--- src/rtl/jtag_scan_host_if.sv ---
// rtl/jtag_scan_host_if.sv - command, load-word and capture-word streams of the scan host
// The master side belongs to the debug/boot agent, the slave side to jtag_scan_host.
interface jtag_scan_host_if #(
   parameter int WIDTH = 32
);
   logic             cmd_valid;
   logic [1:0]       cmd_op;
   logic             cmd_ready;
   logic             wr_valid;
   logic [WIDTH-1:0] wr_data;
   logic             wr_ready;
   logic             rd_valid;
   logic [WIDTH-1:0] rd_data;
   logic             rd_ready;

   modport master (
      output cmd_valid, cmd_op, wr_valid, wr_data, rd_ready,
      input  cmd_ready, wr_ready, rd_valid, rd_data
   );

   modport slave (
      input  cmd_valid, cmd_op, wr_valid, wr_data, rd_ready,
      output cmd_ready, wr_ready, rd_valid, rd_data
   );
endinterface

--- src/rtl/jtag_scan_host.sv ---
// rtl/jtag_scan_host.sv - host controller driving the word-serial scan chain of jtag_ram8
// Performs LOAD, DUMP (recirculating rotation) and EXCHANGE of DEPTH words per command.
module jtag_scan_host #(
   parameter int WIDTH = 32,
   parameter int DEPTH = 8
) (
   input  logic             clk,
   input  logic             reset,
   jtag_scan_host_if.slave  bus,
   output logic             Jen,
   output logic [WIDTH-1:0] Jin,
   input  logic [WIDTH-1:0] Jout,
   output logic             busy,
   output logic             done
);
   localparam int CW = $clog2(DEPTH) + 1;
   localparam logic [1:0] OP_LOAD = 2'b00;
   localparam logic [1:0] OP_DUMP = 2'b01;
   localparam logic [1:0] OP_EXCH = 2'b10;

   typedef enum logic [1:0] {S_IDLE, S_RUN, S_DONE} state_t;

   state_t           state_q, state_d;
   logic [1:0]       op_q, op_d;
   logic [CW-1:0]    count_q, count_d;
   logic             rd_valid_q, rd_valid_d;
   logic [WIDTH-1:0] rd_data_q, rd_data_d;

   logic uses_input, uses_output, out_ok, wr_ok, shift;

   // Reserved opcode is folded into DUMP at accept time, so op_q only ever holds 00/01/10.
   assign uses_input  = (op_q == OP_LOAD) || (op_q == OP_EXCH);
   assign uses_output = (op_q != OP_LOAD);
   assign out_ok      = !rd_valid_q || bus.rd_ready;
   assign wr_ok       = (state_q == S_RUN) && uses_input && (!uses_output || out_ok);
   assign shift       = (state_q == S_RUN) && (uses_input ? (bus.wr_valid && wr_ok) : out_ok);

   always_ff @(posedge clk) begin
      if (reset) begin
         state_q    <= S_IDLE;
         op_q       <= OP_LOAD;
         count_q    <= '0;
         rd_valid_q <= 1'b0;
         rd_data_q  <= '0;
      end else begin
         state_q    <= state_d;
         op_q       <= op_d;
         count_q    <= count_d;
         rd_valid_q <= rd_valid_d;
         rd_data_q  <= rd_data_d;
      end
   end

   always_comb begin
      state_d    = state_q;
      op_d       = op_q;
      count_d    = count_q;
      rd_valid_d = rd_valid_q;
      rd_data_d  = rd_data_q;
      case (state_q)
         S_IDLE: begin
            if (bus.cmd_valid) begin
               state_d = S_RUN;
               op_d    = (bus.cmd_op == 2'b11) ? OP_DUMP : bus.cmd_op;
               count_d = '0;
            end
         end
         S_RUN: begin
            if (shift) begin
               count_d = count_q + 1'b1;
               if (count_q == CW'(DEPTH - 1)) state_d = S_DONE;
            end
         end
         S_DONE:  state_d = S_IDLE;
         default: state_d = S_IDLE;
      endcase
      // A fresh capture takes priority over the drain of the previous word in the same cycle.
      if (rd_valid_q && bus.rd_ready) rd_valid_d = 1'b0;
      if (shift && uses_output) begin
         rd_valid_d = 1'b1;
         rd_data_d  = Jout;
      end
   end

   always_comb begin
      bus.cmd_ready = (state_q == S_IDLE);
      bus.wr_ready  = wr_ok;
      bus.rd_valid  = rd_valid_q;
      bus.rd_data   = rd_data_q;
      Jen           = shift;
      Jin           = (op_q == OP_DUMP) ? Jout : bus.wr_data;
      busy          = (state_q != S_IDLE);
      done          = (state_q == S_DONE);
   end
endmodule

--- src/flat_wrapper.sv ---
// flat-port wrapper written by rule: the top's interface ports become plain ports
module jtag_scan_host_flat 
#(
   parameter int WIDTH = 32,
   parameter int DEPTH = 8
)
  (clk, reset, Jen, Jin, Jout, busy, done, bus_cmd_valid, bus_cmd_op, bus_wr_valid, bus_wr_data, bus_rd_ready, bus_cmd_ready, bus_wr_ready, bus_rd_valid, bus_rd_data);
  jtag_scan_host_if #(.WIDTH(WIDTH)) bus_i ();
  input  logic clk;
  input  logic reset;
  output logic Jen;
  output logic [WIDTH-1:0] Jin;
  input  logic [WIDTH-1:0] Jout;
  output logic busy;
  output logic done;
  input wire logic [$bits(bus_i.cmd_valid)-1:0] bus_cmd_valid;
  input wire logic [$bits(bus_i.cmd_op)-1:0] bus_cmd_op;
  input wire logic [$bits(bus_i.wr_valid)-1:0] bus_wr_valid;
  input wire logic [$bits(bus_i.wr_data)-1:0] bus_wr_data;
  input wire logic [$bits(bus_i.rd_ready)-1:0] bus_rd_ready;
  output wire logic [$bits(bus_i.cmd_ready)-1:0] bus_cmd_ready;
  output wire logic [$bits(bus_i.wr_ready)-1:0] bus_wr_ready;
  output wire logic [$bits(bus_i.rd_valid)-1:0] bus_rd_valid;
  output wire logic [$bits(bus_i.rd_data)-1:0] bus_rd_data;
  assign bus_i.cmd_valid = bus_cmd_valid;
  assign bus_i.cmd_op = bus_cmd_op;
  assign bus_i.wr_valid = bus_wr_valid;
  assign bus_i.wr_data = bus_wr_data;
  assign bus_i.rd_ready = bus_rd_ready;
  assign bus_cmd_ready = bus_i.cmd_ready;
  assign bus_wr_ready = bus_i.wr_ready;
  assign bus_rd_valid = bus_i.rd_valid;
  assign bus_rd_data = bus_i.rd_data;
  jtag_scan_host #(.WIDTH(WIDTH), .DEPTH(DEPTH)) u_core (.clk(clk), .reset(reset), .bus(bus_i), .Jen(Jen), .Jin(Jin), .Jout(Jout), .busy(busy), .done(done));
endmodule
--- config.mk ---
export PLATFORM = sky130hd
export DESIGN_NAME = jtag_scan_host_flat
export DESIGN_NICKNAME = d
export VERILOG_FILES = /design/src/rtl/jtag_scan_host_if.sv /design/src/rtl/jtag_scan_host.sv /design/src/flat_wrapper.sv
export SDC_FILE = /design/constraint.sdc
export NUM_CORES = 1
export LEC_CHECK = 0
export BUFFER_PORTS_ARGS = -buffer_cell sky130_fd_sc_hd__buf_2
export CORE_ASPECT_RATIO = 0.7
export CORE_MARGIN = 2
export CORE_UTILIZATION = 40
export DETAILED_ROUTE_END_ITERATION = 8
export PLACE_DENSITY = 0.84
export SYNTH_ARGS = -nofsm -noshare
export SYNTH_HDL_FRONTEND = slang
export SYNTH_SLANG_ARGS = --single-unit
--- constraint.sdc ---
create_clock -name clk -period 1.6 [get_ports clk]
set_clock_uncertainty 0.05 [all_clocks]
set_input_delay 0.32 -clock clk [delete_from_list [all_inputs] [get_ports clk]]
set_output_delay 0.32 -clock clk [all_outputs]
set_load 0.01 [all_outputs]
==> results.json <==
{
  "status": "finished with violations",
  "synth.area.top_cells": "dfxtp_1 (43%), mux2_2 (19%), nand2_1 (14%)",
  "worstPathArrival_ns": 1.41,
  "avgRoutedWirePerCell_um": 14.4,
  "critPathRequiredTime_ns": 1.23,
  "clkTransAtPathRegs_ns": 0.08,
  "grt_pass1_wl_um": 8270,
  "synthTopCellsByCount": "nand2_1 (69), dfxtp_1 (41), a21oi_1 (38)",
  "grt.total_usage": 0.200,
  "area_growth_syn_to_layout_pct": 72.3,
  "end_kind": "output pin",
  "layout.nets": 450,
  "die_area_um2": 5360,
  "drc": 0,
  "via_per_inst": 5.01,
  "cp_max_fo": 7,
  "rows": 21,
  "final_util": 0.701,
  "ys_warn_count": 0,
  "io_buffers": 140,
  "place_congestion": 0.740,
  "max_freq_ghz": 0.563,
  "syn_nets": 301,
  "setup_viol_count_final": 33,
  "dp_cells": 422,
  "setup_ws_ns": -0.177,
  "insertion_delay_ns": 0.28,
  "cp-start-kind": "flop",
  "routed_wl_um": 6280,
  "dp_hpwl_um": 4110,
  "p_per_area_nw_per_um2": 781,
  "highest_layer": "met4",
  "synth_top_cell_by_area": "dfxtp_1",
  "coreArea_um2": 4700,
  "finalSetupTns_ns": -5.02,
  "min_path_type": "in2reg",
  "worstMarginPinSlew_ns": 0.463,
  "gr-total-overflow": 0,
  "path_class": "reg2out",
  "synth-edff-count": 0,
  "firstDrtPassIters": 5,
  "cts_tree": "built",
  "cts.sinks": 41,
  "wl_met3_um": 533,
  "p_leak_nw": 1.66,
  "period_share": 1.11,
  "yosysUniqueCellTypes": 28,
  "postRouteAntennaNets": 0,
  "cts_made_buffers": 5,
  "synth_seq_cells": 41,
  "r2r_cells": 7,
  "grt_pass1_vias": 1827,
  "hold_viol_final": 0,
  "fin_cells": 436,
  "holdPathStages": 3,
  "synth.most_common_cell": "nand2_1",
  "ir_drop_mv": 0.514,
  "wl_met2_um": 3150,
  "grt_max_degree": 26,
  "drive_gt1_frac": 0.549,
  "clockBufferDepth": 2,
  "io_pins": 141,
  "antenna_found_initial": 0,
  "die_x_um": 86.7,
  "violations": "negative setup slack",
  "synthFlopType": "dfxtp_1",
  "diodes": 0,
  "async_flop_share": 0,
  "first_iter_violations": 93,
  "met1_length_um": 2550,
  "htree_num_levels": 2,
  "num_vias": 2184,
  "start_util": 0.407,
  "seq_area_frac_synth": 0.429,
  "max-slew-margin-rel": 0.691,
  "fin_crit_ns": 1.78,
  "syn-cell-area_um2": 1910,
  "root_buffer": "clkbuf_8",
  "die_y_um": 61.9,
  "synth.top_cell.area_share": 0.429,
  "rsz0062_at_grt": "yes",
  "synthCells": 229,
  "syn_area_per_cell_um2": 8.35,
  "slew_viol_final": 0,
  "cap_violations": 0
}
## timing repair
item                       in CTS  in global routing
hold endpoints to repair        0                  0
cloned                          1                  1
pin swaps                       1                  2
hold buffers                    0                  0
setup buffers                   2                  2
resized for setup              28                 58
setup endpoints to repair      34                 36
## metrics by stage
step                power [mW]  cell area [µm²]  hold slack, ns  setup slack (ns)
floorplan                 1.32             1910           0.379            0.0834
global placement          1.53             2710           0.389            0.0782
detailed placement        1.54             2710           0.394            0.0255
CTS                       2.46             2980           0.216            -0.173
global route              2.70             3300           0.223            -0.228
finish                    2.57             3300           0.230            -0.177
## power by group
part,internal (mW),leakage (nW),switching (mW)
clock,0.509,0.0585,0.343
combinational,0.382,1.27,0.280
sequential,1.04,0.333,0.0165
total,1.94,1.66,0.639
## path summary, 6_finish.rpt
kind                                from                endpoint  slack, ns
setup / recovery          u_core.op_q[1]                 Jin[25]      -0.18
hold / removal                  Jout[24]  u_core.bus.rd_data[24]       0.23
setup reg to reg          u_core.op_q[0]       u_core.count_q[1]       0.06
hold reg to reg   u_core.bus.rd_data[28]  u_core.bus.rd_data[28]       0.40
## final cells by class
class | instances | area [µm²]
sequential | 41 | 826
timing repair buffer | 157 | 1090
clock inverter | 1 | 30.0
fill | 356 | 1410
tap | 57 | 71.3
clock buffer | 7 | 86.3
inverter | 5 | 21.3
multi-input combinational | 168 | 1180
## sequential cells by signal, summed over array words and instances, names as in the netlist
name / count
u_core.op_q: 2
u_core.bus.rd_data: 32
u_core.state_q: 2
u_core.bus.rd_valid: 1
u_core.count_q: 4
## kinds of logic (layout without fill, tap and decap cells)
group,Yosys count,in the layout,synth area share
AND/OR/NAND/NOR,89,89,0.196
AO/OA/AOI/OAI,44,44,0.124
flip-flops,41,41,0.429
multiplexers,33,33,0.194
buffers and inverters,20,170,0.0464
adder cells (fa/ha/maj),1,1,0.00654
XOR/XNOR,1,1,0.00458
## cell usage in the layout, fill, tap and decap left out, drive strengths merged
cell type	instances
buf	156
nand2	69
dfxtp	41
a21oi	38
mux2	32
clkbuf	8
inv	5
nor2	5
nand3	3
or2	2
o21ai	2
or3	2
nand2b	1
and2b	1
o221ai	1
nor3b	1
nor2b	1
a21o	1
and3	1
and2	1
mux2i	1
o22ai	1
o31ai	1
nand3b	1
nor4	1
xor2	1
ha	1
bufinv	1
## per-layer routing
| layer | track usage | vias to the layer above |
|---|---|---|
| met3 | 0.0568 | 6 |
| met4 | 0.0558 | 0 |
| met2 | 0.356 | 113 |
| li1 | - | 1069 |
| met5 | 0 | - |
| met1 | 0.242 | 996 |
## worst max-delay path, cell delays in order, from the launching register on
cell	delay, ns
dfxtp_2	0.36
inv_4	0.05
nand2_8	0.11
clkbuf_16	0.17
mux2_4	0.31
buf_6	0.12
Note: power is estimated with default switching activity, not from simulation.
